==> src/rtl/piso_serializer_if.sv <==
// Load-side handshake bundle for the parallel-in, serial-out shifter.
// The producer drives the word; the serializer answers with load_ready.
interface piso_serializer_if #(
    parameter int WIDTH = 8
);
    logic             load_valid;
    logic             load_ready;
    logic [WIDTH-1:0] parallel_in;

    modport master (
        output load_valid,
        output parallel_in,
        input  load_ready
    );

    modport slave (
        input  load_valid,
        input  parallel_in,
        output load_ready
    );
endinterface

==> src/rtl/piso_serializer.sv <==
// Parallel-in, serial-out shifter: one bit per shift strobe, done pulse
// after the last bit, shares strobe/mode gating with the deserializer.
module piso_serializer #(
    parameter int WIDTH     = 8,
    parameter bit MSB_FIRST = 1'b1
) (
    input  logic                clk,
    input  logic                rst_n,
    input  logic                mode_select,
    input  logic                shift,
    input  logic                abort,
    piso_serializer_if.slave    ld,
    output logic                serial_out,
    output logic                serial_valid,
    output logic                busy,
    output logic                done
);

    localparam int CW = (WIDTH > 1) ? $clog2(WIDTH) : 1;
    localparam logic [CW-1:0] LAST = CW'(WIDTH - 1);

    typedef enum logic [1:0] {
        IDLE  = 2'd0,
        SHIFT = 2'd1,
        DONE  = 2'd2
    } state_t;

    state_t           state_q, state_d;
    logic [WIDTH-1:0] sreg_q, sreg_d;
    logic [CW-1:0]    cnt_q, cnt_d;
    logic             tap;

    always_ff @(posedge clk or negedge rst_n) begin
        if (!rst_n) begin
            state_q <= IDLE;
            sreg_q  <= '0;
            cnt_q   <= '0;
        end else begin
            state_q <= state_d;
            sreg_q  <= sreg_d;
            cnt_q   <= cnt_d;
        end
    end

    always_comb begin
        state_d = state_q;
        sreg_d  = sreg_q;
        cnt_d   = cnt_q;
        // mode_select low freezes everything, including a pending done
        if (mode_select) begin
            if (abort) begin
                state_d = IDLE;
                sreg_d  = '0;
                cnt_d   = '0;
            end else begin
                unique case (state_q)
                    IDLE: begin
                        if (ld.load_valid) begin
                            state_d = SHIFT;
                            sreg_d  = ld.parallel_in;
                            cnt_d   = '0;
                        end
                    end
                    SHIFT: begin
                        if (shift) begin
                            if (cnt_q == LAST) begin
                                state_d = DONE;
                                sreg_d  = '0;
                            end else begin
                                cnt_d = cnt_q + CW'(1);
                                if (MSB_FIRST)
                                    sreg_d = {sreg_q[WIDTH-2:0], 1'b0};
                                else
                                    sreg_d = {1'b0, sreg_q[WIDTH-1:1]};
                            end
                        end
                    end
                    DONE: begin
                        state_d = IDLE;
                        cnt_d   = '0;
                    end
                    default: begin
                        state_d = IDLE;
                        sreg_d  = '0;
                        cnt_d   = '0;
                    end
                endcase
            end
        end
    end

    assign tap           = MSB_FIRST ? sreg_q[WIDTH-1] : sreg_q[0];
    assign serial_valid  = (state_q == SHIFT);
    assign serial_out    = serial_valid & tap;
    assign busy          = (state_q == SHIFT) || (state_q == DONE);
    assign done          = (state_q == DONE);
    assign ld.load_ready = (state_q == IDLE) && mode_select;

endmodule
==> src/flat_wrapper.sv <==
// flat-port wrapper written by rule: the top's interface ports become plain ports
module piso_serializer_flat 
#(
    parameter int WIDTH     = 8,
    parameter bit MSB_FIRST = 1'b1
)
  (clk, rst_n, mode_select, shift, abort, serial_out, serial_valid, busy, done, ld_load_valid, ld_parallel_in, ld_load_ready);
  piso_serializer_if #(.WIDTH(WIDTH)) ld_i ();
  input  logic clk;
  input  logic rst_n;
  input  logic mode_select;
  input  logic shift;
  input  logic abort;
  output logic serial_out;
  output logic serial_valid;
  output logic busy;
  output logic done;
  input wire logic [$bits(ld_i.load_valid)-1:0] ld_load_valid;
  input wire logic [$bits(ld_i.parallel_in)-1:0] ld_parallel_in;
  output wire logic [$bits(ld_i.load_ready)-1:0] ld_load_ready;
  assign ld_i.load_valid = ld_load_valid;
  assign ld_i.parallel_in = ld_parallel_in;
  assign ld_load_ready = ld_i.load_ready;
  piso_serializer #(.WIDTH(WIDTH), .MSB_FIRST(MSB_FIRST)) u_core (.clk(clk), .rst_n(rst_n), .mode_select(mode_select), .shift(shift), .abort(abort), .ld(ld_i), .serial_out(serial_out), .serial_valid(serial_valid), .busy(busy), .done(done));
endmodule
==> config.mk <==
export PLATFORM = sky130hd
export DESIGN_NAME = piso_serializer_flat
export DESIGN_NICKNAME = d
export VERILOG_FILES = /design/src/rtl/piso_serializer_if.sv /design/src/rtl/piso_serializer.sv /design/src/flat_wrapper.sv
export SDC_FILE = /design/constraint.sdc
export NUM_CORES = 1
export LEC_CHECK = 0
export CAP_MARGIN = 20
export CORE_UTILIZATION = 35
export CTS_CLUSTER_DIAMETER = 40
export DETAILED_ROUTE_END_ITERATION = 10
export GPL_TIMING_DRIVEN = 0
export SKIP_CTS_REPAIR_TIMING = 1
export SLEW_MARGIN = 15
export SYNTH_ARGS = -nofsm -noshare
export SYNTH_HDL_FRONTEND = slang
export SYNTH_SLANG_ARGS = --single-unit
==> constraint.sdc <==
create_clock -name clk -period 2.3 [get_ports clk]
set_input_delay 0.23 -clock clk [delete_from_list [all_inputs] [get_ports clk]]
set_output_delay 0.23 -clock clk [all_outputs]
set_load 0.01 [all_outputs]
==> reports/qor.yml, run 1 <==
floorplanning:
  rows: 17
  die-area_um2: 2650
  core_area_um2: 2250
  io_pins: 19
  die_y_um: 51.5
  chipWidth_um: 51.5
  initial_utilization_pct: 38.0
pwr:
  powerDensity_nw_per_um2: 732
  p_leak_uw: 0.000483
  peakVddDrop_v: 0.000361
finish:
  fillers: 251
  drive_above_1_share_pct: 14.4
  ff_latch_area_um2: 325
  diodes: 0
  synthToLayoutAreaGrowth_pct: 28.2
  finalNonFillerCells: 132
  multi_input_area_um2: 485
  final_nets: 125
synthesis:
  synth-edff-count: 0
  syn-num-nets: 102
  synth_top_area_share_pct: 38.0
  ys_types: 31
  synth_cells: 82
  syn-cell-area_um2: 857
  synth_flop_cell: "dfrtp_1"
  syn_avg_cell_area_um2: 10.5
  ys_warn_count: 0
  synthArstFlopShare_pct: 100
  synthTopCellsByArea: "dfrtp_1 38%, ha_1 8.8%, a22oi_1 6.1%"
  seq_area_frac_synth_pct: 38.0
  ys_seq_elements: 13
  synth_top_area_cell: "dfrtp_1"
worst_setup_path:
  cp_data_arrival_time_ns: 1.88
  path_cells: "inv_1 > ha_1 > buf_2 > and2_2 > clkdlybuf4s50_1"
  crit_required_ns: 2.07
  critical_path_class: "reg2out"
  end_kind: "output port"
  max_stage_delay_ns: 0.52
  critPathTopFamily: "buffers and inverters"
  cp-start-kind: "flop"
  crit_fanout: 10
  crit_buf_inv: 3
  cpMaxStageDelayCell: "clkdlybuf4s50_1"
global_routing:
  antenna_found_initial: 0
  grt_pass1_vias: 663
  grtUsageTotal_pct: 16.1
  grt_pass1_wl_um: 3030
  grt_overflow: 0
  grt_max_degree: 14
route:
  routed_wl_um: 1870
  wire_per_inst_um: 14.2
  antenna_left: 0
  vias: 728
  drt_pass1_iterations: 4
  via_per_inst: 5.52
  first_iter_violations: 21
  drc: 0
place:
  hpwl_um: 1440
  dpl.cell_count: 128
  port_buffers: 18
  gp_congestion: 0.853
clocking:
  cts_buffer_depth: 2
  clock_latency_ns: 0.28
  cts_tree: "done"
  htreeDepth: 1
  clkTransAtPathRegs_ns: 0.09
  cts-root-buf: "clkbuf_4"
  cts.sinks: 13
  cts_buffers: 3
hold_path:
  hold_class: "in2async"
timing:
  tightest_slew_ns: 0.615
  finalCritPeriodShare_pct: 91.5
  fmax_mhz: 475
  hold_viol: 0
  finalCriticalPeriod_ns: 2.11
  rsz0062_at_grt: "no"
  fin_setup_tns_ns: 0
  slew_headroom_pct: 58.9
  clock_skew_ns: 0.00547
  slew_violations: 0
  setup_viol: 0
flow_run:
  cap_violations: 0
run_status:
  status: "finished, final reports clean"
==> stage by stage <==
| step | utilization, % | cell area, um2 | power (uW) | hold slack, ns | setup slack [ns] |
|---|---|---|---|---|---|
| final | 48.7 | 1100 | 804 | 0.327 | 0.195 |
| after global routing | 48.7 | 1100 | 855 | 0.372 | 0.0764 |
| after CTS | 48.7 | 1100 | 819 | 0.341 | 0.156 |
| after detailed placement | 47.6 | 1070 | 666 | 0.512 | 0.483 |
| after global placement | 47.6 | 1070 | 658 | 0.502 | 0.495 |
| after floorplan | - | 857 | 544 | -0.0656 | 0.708 |
==> synth_stat cells (all sizes together) (3+ instances only) <==
library cell / number
a22oi: 7
and2b: 4
buf: 3
dfrtp: 13
ha: 6
inv: 5
nand2: 12
nand2b: 4
o22ai: 6
==> final cells by class <==
cell class	count	share of cell area, %
plain buffers	3	2.51
clock buffers	4	2.39
inverters	5	1.71
multi-input cells	61	44.2
flip-flops and latches	13	29.6
well taps	28	3.19
repair buffers	18	16.4
==> worst register-to-register path: cells and delay by family (launching register included) <==
family	cells	cell delay, ns
compound gates	2	0.56
fa+ha+maj	2	0.47
flops	1	0.45
simple gates	1	0.16
==> final timing paths <==
check                                  startpoint               end  slack [ns]  cells after the start
min in group clk                ld_parallel_in[0]  u_core.sreg_q[0]        0.52                      3
worst max-delay path            u_core.state_q[0]     ld_load_ready        0.19                      5
worst min-delay path                        rst_n   u_core.cnt_q[0]        0.33                      1
worst max register to register    u_core.cnt_q[0]   u_core.cnt_q[2]        0.56                      5
max in group asynchronous                   rst_n  u_core.sreg_q[3]        1.57                      1
worst min register to register   u_core.sreg_q[6]  u_core.sreg_q[6]        0.53                      2
==> registers in the layout (all words and copies together) (netlist names) <==
register / count
u_core.cnt_q: 3
u_core.sreg_q: 8
u_core.state_q: 2
==> cell usage in the layout, fill, tap and decap left out, types with 2 or more instances in the layout <==
cell type	count
o221ai_1	2
o22ai_1	6
clkbuf_4	3
clkdlybuf4s50_1	18
a41o_1	2
nand2b_1	4
and2b_4	3
nand2_1	12
a22oi_1	7
inv_1	4
buf_6	2
ha_1	6
dfrtp_1	13
a32o_1	2
==> metal layers <==
metal	GRT usage [%]	up-vias	wire (um)
met5	0	-	0
met4	5.41	0	8
met3	5.36	2	94
met2	25.1	18	885
met1	20.6	350	886
li1	-	358	-
==> report_power, final <==
group / internal, uW / total [uW] / switching [uW]
registers: 269 / 298 / 29.3
logic: 178 / 359 / 180
clock network: 67.3 / 147 / 80.1
total: 514 / 804 / 290
==> logic make-up (layout without fill, tap and decap cells) <==
logic type | Yosys count | in the layout | share of synthesized area (%)
adders and majority gates | 6 | 6 | 8.76
buffers and inverters | 8 | 30 | 5.40
AOI/OAI and AO/OA | 25 | 25 | 23.2
and+or+nand+nor | 30 | 30 | 24.7
DFF | 13 | 13 | 38.0
(Power assumes the default switching activity.)
==> run 2, diff against run 1 <==
--- a/config.mk
+++ b/config.mk
@@ -6,9 +6,10 @@
 export NUM_CORES = 1
 export LEC_CHECK = 0
 export CAP_MARGIN = 20
-export CORE_UTILIZATION = 35
+export CORE_UTILIZATION = 42
 export CTS_CLUSTER_DIAMETER = 40
 export DETAILED_ROUTE_END_ITERATION = 10
+export DONT_BUFFER_PORTS = 1
 export GPL_TIMING_DRIVEN = 0
 export SKIP_CTS_REPAIR_TIMING = 1
 export SLEW_MARGIN = 15
==> run 2 against run 1 <==
  * Fmax grew 20%
  * Clock power is essentially flat
  * Die area decreased by 16%
  * Setup slack improved by 0.34 ns
  * Cell count shrank 15%
  * Worst hold slack got worse by 0.26 ns
  * Critical path type is now reg2reg
  * Critical endpoint is now u_core.cnt_q[2]
==> reports/qor.yml, run 2 (synthesis gave the netlist of run 1 again) <==
timing:
  rsz0062_at_grt: "no"
  setup_viol: 0
  finalCritPeriodShare_pct: 76.5
  fin_setup_tns_ns: 0
  tightest_slew_ns: 0.606
  clock_skew_ns: 0.0120
  setup_slack_ns: 0.540
  slew_violations: 0
  slew_headroom_pct: 59.4
  hold_viol: 0
  fmax_mhz: 568
  finalCriticalPeriod_ns: 1.76
finish:
  diodes: 0
  final_nets: 108
  multi_input_area_um2: 485
  finish.instance_area_um2: 925
  post-route-util_pct: 50.8
  ff_latch_area_um2: 325
  final_common_cell: "dfrtp_1"
  reg_top3: "u_core.sreg_q: 8 flops, u_core.cnt_q: 3 flops, u_core.state_q: 2 flops"
  drive_above_1_share_pct: 17.2
  layout_common_cells: "13 x dfrtp_1, 12 x nand2_1, 7 x a22oi_1"
  synthToLayoutAreaGrowth_pct: 7.88
  regMostFlops: "u_core.sreg_q"
  fillers: 186
  largest_reg_flops: 8
route:
  first_iter_violations: 30
  routed_wl_um: 1770
  antenna_left: 0
  drt_pass1_iterations: 4
  vias: 661
  wire_per_inst_um: 15.8
  drc: 0
  via_per_inst: 5.90
floorplanning:
  die-area_um2: 2230
  chipWidth_um: 47.2
  core_area_um2: 1820
  io_pins: 19
  die_y_um: 47.2
  rows: 15
  initial_utilization_pct: 47.1
clocking:
  cts-root-buf: "clkbuf_4"
  cts_buffer_depth: 2
  clock_latency_ns: 0.28
  clkTransAtPathRegs_ns: 0.09
  htreeDepth: 1
  cts_tree: "done"
  cts.sinks: 13
  cts_buffers: 3
worst_setup_path:
  cp-start-kind: "flop"
  crit_fanout: 6
  critical_path_class: "reg2reg"
  crit_required_ns: 2.46
  cp_data_arrival_time_ns: 1.92
  ff2ff_path_depth: 5
  end_kind: "flop"
place:
  port_buffers: 0
  placed_area_um2: 888
  pre_cts_ws_ns: 0.567
  gp_congestion: 0.794
  hpwl_um: 1320
global_routing:
  grtUsageTotal_pct: 19.2
  grt_overflow: 0
  antenna_found_initial: 0
  grt_pass1_wl_um: 2850
  grt_pass1_vias: 593
  grt_max_degree: 14
hold_path:
  hold_class: "in2reg"
  holdPathStages: 1
pwr:
  p_leak_uw: 0.000419
  peakVddDrop_v: 0.000426
  powerDensity_nw_per_um2: 807
run_status:
  status: "finished, final reports clean"
flow_run:
  cap_violations: 0
run 2: layout make-up:
| cell class | count | share of cell area (%) |
|---|---|---|
| inverters | 5 | 2.03 |
| flip-flops and latches | 13 | 35.2 |
| clock buffers | 4 | 2.84 |
| well taps | 25 | 3.38 |
| multi-input cells | 61 | 52.5 |
| repair buffers | 1 | 1.08 |
| plain buffers | 3 | 2.98 |
run 2: path summary, 6_finish.rpt:
| path | from | to | slack (ns) |
|---|---|---|---|
| min in group asynchronous | rst_n | u_core.sreg_q[7] | 0.39 |
| worst max-delay path | u_core.cnt_q[0] | u_core.cnt_q[2] | 0.54 |
| worst max register to register | u_core.cnt_q[0] | u_core.cnt_q[2] | 0.54 |
| max in group asynchronous | rst_n | u_core.sreg_q[1] | 1.50 |
| worst min-delay path | abort | u_core.cnt_q[0] | 0.07 |
| worst min register to register | u_core.sreg_q[7] | u_core.sreg_q[7] | 0.52 |
run 2: critical path, stage by stage (launching register included):
cell	delay, ns
dfrtp_1	0.45
ha_1	0.23
ha_1	0.24
nand2b_1	0.16
a211o_1	0.31
a32o_1	0.25
run 2: routing by layer:
layer	part of all wire, %	wire length, um	track usage, %
met1	45	804	26.7
met2	49	863	29.4
met3	5.1	91	5.00
met4	0.56	10	5.14
met5	0	0	0
run 2: power by group:
| group | internal [uW] | switching (uW) |
|---|---|---|
| sequential | 269 | 29.9 |
| combinational | 133 | 168 |
| clock | 67.1 | 79.2 |
| total | 469 | 277 |
run 2: through the flow:
stage | cells | power (uW) | hold slack [ns]
after floorplan | 82 | 544 | -0.0656
after global routing | 112 | 798 | 0.0815
after detailed placement | 107 | 603 | -0.0652
after global placement | 107 | 596 | -0.0652
final | 112 | 746 | 0.0703
after CTS | 111 | 749 | -0.369
==> run 3, diff against run 2 <==
==> constraint.sdc (replaced) <==
create_clock -name clk -period 1.45 [get_ports clk]
set_input_delay 0.145 -clock clk [delete_from_list [all_inputs] [get_ports clk]]
set_output_delay 0.145 -clock clk [all_outputs]
set_load 0.01 [all_outputs]
==> run 3 against run 2 <==
  * The flow now finishes with violations (setup timing)
  * Sequential share of layout area down 6.5 points
  * Wire length up 18%
  * Setup slack worse by 0.62 ns
  * Global-route usage up 0.72 points
  * Critical endpoint is now u_core.sreg_q[0]
  * Largest power group unchanged
  * Highest routed layer unchanged
==> reports/qor.yml, run 3 (synthesis gave the netlist of run 1 again) <==
clocking:
  clock_latency_ns: 0.29
  cts.sinks: 13
  cts_buffer_depth: 2
  cts_buffers: 3
  cts_tree: "done"
  htreeDepth: 1
  clkTransAtPathRegs_ns: 0.07
  cts-root-buf: "clkbuf_4"
hold_path:
  hold_class: "in2reg"
  holdPathStages: 2
route:
  via_per_inst: 5.83
  drc: 0
  routed_wl_um: 2090
  vias: 723
  antenna_left: 0
  wire_per_inst_um: 16.8
  first_iter_violations: 19
  drt_pass1_iterations: 4
timing:
  setup_slack_ns: -0.0836
  finalCritPeriodShare_pct: 106
  tightest_slew_ns: 0.612
  clock_skew_ns: 0.0108
  hold_slack_ns: 0.0280
  finalCriticalPeriod_ns: 1.53
  fmax_mhz: 652
  slew_headroom_pct: 59.1
  hold_viol: 0
  setup_viol: 11
  slew_violations: 0
  rsz0062_at_grt: "yes"
finish:
  fillers: 158
  largest_reg_flops: 8
  layout_common_cells: "12 x nand2_1, 12 x dfrtp_1, 10 x buf_4"
  final_nets: 120
  multi_input_area_um2: 573
  regMostFlops: "u_core.sreg_q"
  ff_latch_area_um2: 327
  finalNonFillerCells: 124
  drive_above_1_share_pct: 42.4
  reg_top3: "u_core.sreg_q: 8 flops, u_core.cnt_q: 3 flops, u_core.state_q: 2 flops"
  synthToLayoutAreaGrowth_pct: 32.7
  diodes: 0
floorplanning:
  die_y_um: 47.2
  io_pins: 19
  chipWidth_um: 47.2
  core_area_um2: 1820
  initial_utilization_pct: 47.1
  die-area_um2: 2230
  rows: 15
pwr:
  clkPwrFrac_pct: 15.6
  p_int_uw: 942
  powerDensity_nw_per_um2: 1290
  p_seq_share_pct: 32.6
  combPwrFrac_pct: 51.8
  p_sw_share_pct: 36.0
  p_leak_uw: 0.000495
  power_switching_uw: 529
  peakVddDrop_v: 0.000753
worst_setup_path:
  crit_buf_inv: 3
  crit_required_ns: 1.61
  end_kind: "flop"
  ff2ff_path_depth: 7
  critical_path_class: "reg2reg"
  cpMaxStageDelayCell: "dfrtp_1"
  crit_fanout: 6
  cp_data_arrival_time_ns: 1.70
  max_stage_delay_ns: 0.39
  cp-start-kind: "flop"
  cp_num_cells: 7
  critPathTopFamily: "flip-flops"
  path_cells: "inv_2 > ha_4 > buf_8 > and2b_4 > nor4_4 > buf_4 > o22ai_2"
global_routing:
  grt_pass1_vias: 656
  grt_pass1_wl_um: 3000
  grt_overflow: 0
  grtUsageTotal_pct: 19.9
  antenna_found_initial: 0
  grt_max_degree: 14
run_status:
  violations: "setup timing"
  status: "finished, violations left"
place:
  port_buffers: 0
  dpl.cell_count: 107
  gp_congestion: 0.678
  hpwl_um: 1330
flow_run:
  cap_violations: 0
==> run 3: per-layer routing <==
metal / track usage [%] / share of wire (%) / wire [um]
met1: 25.1 / 43 / 903
met5: 0 / 0 / 0
met4: 3.43 / 0.34 / 7
met3: 8.85 / 6.8 / 142
met2: 31.9 / 49 / 1030
==> run 3: cell type report <==
| cell class | instances | area share [%] |
|---|---|---|
| multi-input combinational | 61 | 50.4 |
| sequential | 13 | 28.7 |
| timing repair buffer | 13 | 10.6 |
| buffer | 3 | 3.63 |
| tap | 25 | 2.75 |
| clock buffer | 4 | 2.31 |
| inverter | 5 | 1.65 |
==> run 3: final timing paths <==
check | startpoint | to | slack [ns]
max in group asynchronous | rst_n | u_core.cnt_q[0] | 0.72
min | ld_parallel_in[0] | u_core.sreg_q[0] | 0.03
min reg2reg | u_core.sreg_q[7] | u_core.sreg_q[7] | 0.53
max | u_core.state_q[1] | u_core.sreg_q[0] | -0.08
max reg2reg | u_core.state_q[1] | u_core.sreg_q[0] | -0.08
min in group asynchronous | rst_n | u_core.cnt_q[1] | 0.30
==> run 3: power groups by stage <==
stage | combinational, uW | clock (uW) | sequential (uW)
floorplan | 399 | 0 | 467
global placement | 470 | 0 | 476
detailed placement | 477 | 0 | 477
CTS | 478 | 233 | 470
global route | 823 | 252 | 489
finish | 762 | 230 | 480
==> run 3: worst register-to-register path, cell delays in order (launching register included) <==
cell,delay (ns)
dfrtp_1,0.39
inv_2,0.07
ha_4,0.19
buf_8,0.13
and2b_4,0.18
nor4_4,0.21
buf_4,0.19
o22ai_2,0.07
==> run 3: through the flow <==
stage	setup WS, ns	TNS [ns]	area, um2	total power [uW]	utilization, %
finish	-0.0836	-0.694	1140	1470	62.5
global placement	-0.127	-0.931	906	946	49.8
detailed placement	-0.146	-1.26	906	955	49.8
global route	-0.136	-1.49	1140	1560	62.5
CTS	-0.160	-1.65	932	1180	51.2
floorplan	-0.0272	-0.0543	875	866	-
